## config.mk

```make
export PLATFORM = sky130hd
export DESIGN_NAME = mem_stage
export DESIGN_NICKNAME = d
export VERILOG_FILES = /design/src/rtl/mem_stage.sv
export SDC_FILE = /design/constraint.sdc
export NUM_CORES = 1
export LEC_CHECK = 0
export CAP_MARGIN = 20
export CORE_AREA = 2 2 177 179
export CTS_CLUSTER_SIZE = 12
export DETAILED_ROUTE_END_ITERATION = 7
export DIE_AREA = 0 0 179 181
export PLACE_DENSITY_LB_ADDON = 0.08
export SYNTH_ARGS = -nofsm -noshare
export SYNTH_HDL_FRONTEND = slang
export SYNTH_SLANG_ARGS = --single-unit
```

## constraint.sdc

```tcl
create_clock -name clk -period 6 [get_ports clk]
set_input_delay 1.2 -clock clk [delete_from_list [all_inputs] [get_ports clk]]
set_output_delay 1.2 -clock clk [all_outputs]
set_load 0.1 [all_outputs]
```

## src/rtl/mem_stage.sv

```systemverilog
// Memory stage: EX->MEM pipeline register, load-data alignment/extension and
// a small FSM that tracks an outstanding or stalled load from data memory.
module mem_stage (
  input  logic        clk,
  input  logic        resetn,
  input  logic [5:0]  stall,
  input  logic [73:0] ex_to_mem_bus,
  input  logic [65:0] hl_ex_to_mem,
  input  logic [31:0] data_sram_rdata,
  input  logic        data_sram_rvalid,
  output logic [69:0] mem_to_wb_bus,
  output logic [65:0] hl_mem_to_wb,
  output logic [37:0] mem_to_id_bus,
  output logic [65:0] mem_to_id_hl,
  output logic        stallreq_mem
);

  typedef enum logic [1:0] {
    S_IDLE = 2'b00,
    S_WAIT = 2'b01,
    S_HOLD = 2'b10
  } state_e;

  state_e      state_q, state_d;
  logic [73:0] bus_q, bus_d;
  logic [65:0] hl_q, hl_d;
  logic [31:0] hold_q, hold_d;

  logic        bubble_s;
  logic [31:0] pc_s, ex_result_s, src_s, ld_val_s, wdata_s;
  logic        ld_en_s, rf_we_s;
  logic [2:0]  ld_type_s;
  logic [4:0]  waddr_s;
  logic [7:0]  byte_s;
  logic [15:0] half_s;
  logic        unused_stall_s;

  assign unused_stall_s = ^{stall[5], stall[2:0]};
  assign bubble_s       = stall[3] & ~stall[4];
  assign {pc_s, ld_en_s, ld_type_s, rf_we_s, waddr_s, ex_result_s} = bus_q;

  // EX->MEM register next state: bubble beats capture beats hold
  always_comb begin
    bus_d = bus_q;
    hl_d  = hl_q;
    if (bubble_s) begin
      bus_d = 74'd0;
      hl_d  = 66'd0;
    end else if (!stall[3]) begin
      bus_d = ex_to_mem_bus;
      hl_d  = hl_ex_to_mem;
    end else begin
      bus_d = bus_q;
      hl_d  = hl_q;
    end
  end

  // Load FSM next state; hold_data captures rdata on every entry into HOLD
  always_comb begin
    state_d = state_q;
    hold_d  = hold_q;
    case (state_q)
      S_IDLE: begin
        if (ld_en_s && !data_sram_rvalid) begin
          state_d = S_WAIT;
        end else if (ld_en_s && data_sram_rvalid && stall[4]) begin
          state_d = S_HOLD;
          hold_d  = data_sram_rdata;
        end else begin
          state_d = S_IDLE;
        end
      end
      S_WAIT: begin
        if (bubble_s) begin
          state_d = S_IDLE;
        end else if (data_sram_rvalid && stall[4]) begin
          state_d = S_HOLD;
          hold_d  = data_sram_rdata;
        end else if (data_sram_rvalid) begin
          state_d = S_IDLE;
        end else begin
          state_d = S_WAIT;
        end
      end
      S_HOLD: begin
        if (bubble_s || !stall[4]) begin
          state_d = S_IDLE;
        end else begin
          state_d = S_HOLD;
        end
      end
      default: begin
        state_d = S_IDLE;
      end
    endcase
  end

  // Stage state registers
  always_ff @(posedge clk or negedge resetn) begin
    if (!resetn) begin
      bus_q   <= 74'd0;
      hl_q    <= 66'd0;
      hold_q  <= 32'd0;
      state_q <= S_IDLE;
    end else begin
      bus_q   <= bus_d;
      hl_q    <= hl_d;
      hold_q  <= hold_d;
      state_q <= state_d;
    end
  end

  // Little-endian lane selection and sign/zero extension of the load word
  always_comb begin
    src_s = (state_q == S_HOLD) ? hold_q : data_sram_rdata;
    case (ex_result_s[1:0])
      2'b00:   byte_s = src_s[7:0];
      2'b01:   byte_s = src_s[15:8];
      2'b10:   byte_s = src_s[23:16];
      2'b11:   byte_s = src_s[31:24];
      default: byte_s = src_s[7:0];
    endcase
    if (ex_result_s[1]) begin
      half_s = src_s[31:16];
    end else begin
      half_s = src_s[15:0];
    end
    case (ld_type_s)
      3'b000:  ld_val_s = {{24{byte_s[7]}}, byte_s};
      3'b001:  ld_val_s = {24'd0, byte_s};
      3'b010:  ld_val_s = {{16{half_s[15]}}, half_s};
      3'b011:  ld_val_s = {16'd0, half_s};
      default: ld_val_s = src_s;
    endcase
  end

  assign wdata_s       = ld_en_s ? ld_val_s : ex_result_s;
  assign stallreq_mem  = ld_en_s & ~data_sram_rvalid & (state_q != S_HOLD);
  assign mem_to_wb_bus = {pc_s, rf_we_s, waddr_s, wdata_s};
  assign mem_to_id_bus = {rf_we_s & ~stallreq_mem, waddr_s, wdata_s};
  assign hl_mem_to_wb  = hl_q;
  assign mem_to_id_hl  = hl_q;

endmodule

```

Word level (Yosys, flattened, before mapping)
Index checks and enable logic that the tools add are counted.
{"block": "word_totals", "regBits": 174, "latchBits": 0, "mem_bits_rw": 0, "rom_bits": 0, "out_inout_bits": 241, "wordCells": 58, "memories": 0}
{"block": "classes", "addsub": 0, "n_mul": 0, "n_div": 0, "order_cmp": 0, "n_eq_ne": 14, "shift": 0, "n_mux": 21, "bitwise_logic": 7, "reduce_logical": 12}
{"op": "$mux W32", "count": 6}
{"op": "$mux W74", "count": 2}
{"op": "$mux W66", "count": 2}
{"op": "$pmux W32 S4", "count": 1}
{"op": "$pmux W32 S2", "count": 1}
{"op": "$pmux W8 S4", "count": 1}
{"op": "$mux W16", "count": 1}
{"op": "$mux W2", "count": 5}
{"op": "$ne A2 B2 Y1 const B", "count": 5}
{"op": "$eq A2 B2 Y1 const B", "count": 3}
{"op": "$eq A3 B2 Y1 const B", "count": 2}
{"op": "$pmux W2 S3", "count": 1}
{"op": "$reduce_and A5 Y1", "count": 1}
{"op": "$and A1 B1 Y1", "count": 4}
{"op": "$eq A2 B1 Y1 const B", "count": 2}
{"op": "$logic_and A1 B1 Y1", "count": 4}
{"op": "$logic_not A2 Y1", "count": 2}
{"op": "$eq A3 B1 Y1 const B", "count": 1}
{"op": "$logic_not A3 Y1", "count": 1}
{"op": "$not A1 Y1", "count": 3}
{"op": "$logic_not A1 Y1", "count": 2}
{"op": "$ne A2 B1 Y1 const B", "count": 1}
{"op": "$reduce_bool A2 Y1", "count": 1}
{"op": "$logic_or A1 B1 Y1", "count": 1}
{"op": "$mux W1", "count": 1}

Logic depth before layout (Yosys ltp)
{"block": "logic_depth", "depth_word": 5, "mapped_depth": 9, "depth_no_buf": 5}

Worst setup path after synthesis
OpenSTA, ideal clock, no wires.
{"block": "synth_path", "path_kind": "input to output", "from": "input port data_sram_rvalid", "to": "output port mem_to_id_bus[37]", "arrival_ns": 4.797, "required_time_ns": 4.800, "slack_ns": 0.003, "path_stages": 2, "n_path_buf": 0, "path_cell_list": "nor3b_1 -> nor2b_1"}
{"block": "synth_via", "elab_chain_cells": 5}
{"element": "start, declared", "line": "10", "rtl": "input logic data_sram_rvalid,"}
{"element": "$not A1 Y1", "line": "138", "rtl": "assign stallreq_mem = ld_en_s & ~data_sram_rvalid & (state_q != S_HOLD);"}
{"element": "$and A1 B1 Y1 (2 in a row)", "line": "138"}
{"element": "$not A1 Y1", "line": "140", "rtl": "assign mem_to_id_bus = {rf_we_s & ~stallreq_mem, waddr_s, wdata_s};"}
{"element": "$and A1 B1 Y1", "line": "140"}
{"element": "end, declared", "line": "13", "rtl": "output logic [37:0] mem_to_id_bus,"}
No other way between the ends.

Worst setup path after layout
{"block": "layout_path", "from": "input port data_sram_rdata[23]", "to": "output port mem_to_wb_bus[13]"}
{"block": "layout_via", "elab_chain_cells": 4}
{"element": "start, declared", "line": "9", "rtl": "input logic [31:0] data_sram_rdata,"}
{"element": "$mux W32", "line": "115", "rtl": "src_s = (state_q == S_HOLD) ? hold_q : data_sram_rdata;"}
{"element": "$pmux W8 S4", "line": "116", "rtl": "case (ex_result_s[1:0])"}
{"element": "$pmux W32 S4", "line": "128", "rtl": "case (ld_type_s)"}
{"element": "$mux W32", "line": "137", "rtl": "assign wdata_s = ld_en_s ? ld_val_s : ex_result_s;"}
{"element": "end, declared", "line": "11", "rtl": "output logic [69:0] mem_to_wb_bus,"}
No other way between the ends.

==> results.yml <==
outcome:
  status: "complete, no violations"
clock_tree:
  cts_num_sinks: 174
  h-tree-depth: 4
  cts_buffers: 17
  cts_root_buf: "clkbuf_16"
  cts_buffer_depth: 2
  clk_pin_slew_ns: 0.06
  cts_tree: "done"
  ctsResizeCount: 0
  hold_buffers: 0
  clock_latency_ns: 0.43
  post_cts_buffers: 0
synthesis:
  synthTopCellsByCount: "dfrtp_1, nand2_1, o21ai_0"
  synth_area_per_cell_um2: 8.852
  synth_nets: 1206
  synthFlopType: "dfrtp_1"
  ys_seq_area_share_pct: 47.99
  synth_area_um2: 9074
  yosysMostFrequentCell: "dfrtp_1"
  yosys.area.top_type: "dfrtp_1"
  ys_seq_elements: 174
  synth_top_area_share_pct: 47.99
  synth_edf_count: 0
  synth-async-reset-ratio_pct: 100.0
  ys_warn_count: 0
  ys_top_cells_by_area: "dfrtp_1, buf_4, o21ai_0, nand2_1, inv_1"
  syn_inst: 1025
  synth_cell_types: 43
detailed_routing:
  post_drt_wl_per_cell_um: 17.88
  highest_layer: "met5"
  wl_met2_um: 14650
  drc_errors: 0
  initialDrtViolationCount: 366
  dr.pass1.iters: 4
  drtAntennaViolNets: 0
  finalWirelength_um: 30210
  wl_met1_um: 12690
  dr_wl_met3_um: 2496
  vias_per_cell: 4.446
  num_vias: 7513
setup_path:
  cp-end-kind: "output port"
  cp_max_fo: 10
  critical_path_class: "in -> out"
  rrSetupSlack_ns: 4.11
  critical_path_arrival_ns: 3.62
  worstPathRequired_ns: 4.80
  critPathLaunchType: "input pin"
hold_path:
  holdCritPathClass: "reg -> reg"
global_route:
  grt_max_degree: 97
  grt_util_all_layers_pct: 18.63
  overflow: 0
  grt_pass1_vias: 7510
  antenna_found_initial: 7
  grt_pass1_wl_um: 45750
finish:
  syn_to_final_growth_pct: 43.89
  final_cell_area_um2: 13060
  fillers: 2996
  drive_above_1_share_pct: 11.71
  nets: 1459
sta:
  setup_viol: 0
  tightestPinTransition_ns: 1.087
  fmax_mhz: 207.5
  relSlewSlack_pct: 27.30
  tns_ns: 0
  hold_viol: 0
  period_needed_ns: 4.820
  skew_ns: 0.01754
  drv_slew: 0
  rsz0062_at_grt: "false"
  period_share_pct: 80.34
power:
  vdd_drop_max_uv: 180.7
  powerDensity_nw_per_um2: 346.4
  power.leakage_nw: 5.981
  p_seq_share_pct: 31.1
  combinationalPowerShare_pct: 41.3
  intPower_w: 0.002496
  p_sw_w: 0.002026
  p_clk_share_pct: 27.6
  swShare_pct: 44.81
placement:
  place.port_buffers: 417
  dp_hpwl_um: 22210
  placed_area_um2: 12410
  place.gp.congestion: 0.7570
floorplanning:
  die_area_um2: 32400
  ios: 422
  core_area_um2: 30350
  rows: 64
  die_h_um: 181
  start_util_pct: 29.90
  dieWidth_um: 179
flow_run:
  drv_cap: 0
sequential cells by signal, indices dropped and copies added, names as in the netlist:
| name | count |
|---|---|
| bus_q | 74 |
| hl_mem_to_wb | 66 |
| hold_q | 32 |
| state_q | 2 |
cell type report:
type / count / area (µm²) / share of cell area (%)
clock buffer: 18 / 439.2 / 3.364
timing repair buffer: 428 / 4103 / 31.42
inverter: 144 / 540.5 / 4.140
clock inverter: 13 / 200.2 / 1.533
sequential: 174 / 4355 / 33.36
tap: 396 / 495.5 / 3.795
multi-input combinational: 513 / 2913 / 22.31
antenna: 4 / 10.01 / 0.07666
kinds of logic after synthesis:
group	after synthesis	synth area share (%)
buffers and inverters	338	20.02
AND/OR/NAND/NOR	238	11.29
AO/OA/AOI/OAI	221	14.15
flip-flops	174	47.99
multiplexers	54	6.550
through the flow:
step                      total power, W  utilization (%)  setup slack, ns  cells  hold WS [ns]
after floorplan                 0.002901                -         0.003213   1025        0.4446
after global placement          0.003298            40.88            1.201   1655        0.4604
after detailed placement        0.003308            40.88            1.181   1655        0.4694
after CTS                       0.004574            42.99            1.176   1686        0.4850
after global routing            0.004698            42.99            1.014   1686        0.5075
final                           0.004522            43.02            1.180   1690        0.4792
worst paths after layout:
check                                    startpoint                end  cells past startpoint
worst max-delay path            data_sram_rdata[23]  mem_to_wb_bus[13]                      6
worst min-delay path                      bus_q[12]          bus_q[12]                      2
worst max register to register            bus_q[41]         hold_q[13]                      4
worst min register to register            bus_q[12]          bus_q[12]                      2
max in group asynchronous                    resetn          bus_q[31]                      2
min in group asynchronous                    resetn          bus_q[62]                      1
power by group through the flow:
stage / clock network, W / logic (W) / registers (W)
3_3_place_gp: 0 / 0.00187 / 0.00142
3_5_place_dp: 0 / 0.00188 / 0.00143
5_1_grt: 0.00133 / 0.00194 / 0.00143
2_1_floorplan: 0 / 0.00127 / 0.00163
6_report: 0.00125 / 0.00187 / 0.00141
4_1_cts: 0.00128 / 0.00188 / 0.00141
layer usage:
| layer | vias up | global-route usage [%] |
|---|---|---|
| met5 | - | 0 |
| met4 | 6 | 3.837 |
| met3 | 25 | 6.545 |
| met2 | 254 | 30.51 |
| met1 | 3559 | 23.66 |
| li1 | 3669 | - |
critical path, cell delays in order:
cell             delay, ns
clkdlybuf4s50_1       0.53
a2111oi_1             0.13
nor4_4                0.71
nand2_2               0.24
a31oi_1               0.43
buf_4                 0.37
placed cells by master (no fill, tap or decap), types with 9 or more instances in the layout:
cell type / netlist / layout
mux2i_1: 20 / 20
nor2_1: 34 / 34
a21oi_1: 12 / 12
buf_4: 142 / 74
dfrtp_1: 174 / 173
a31oi_1: 20 / 20
o21ai_0: 151 / 151
inv_1: 143 / 143
clkdlybuf4s50_1: 0 / 353
clkbuf_16: 0 / 17
a211oi_1: 9 / 9
nand2_1: 159 / 159
mux2_2: 33 / 33
No activity file was read; power rests on OpenSTA's default activity.
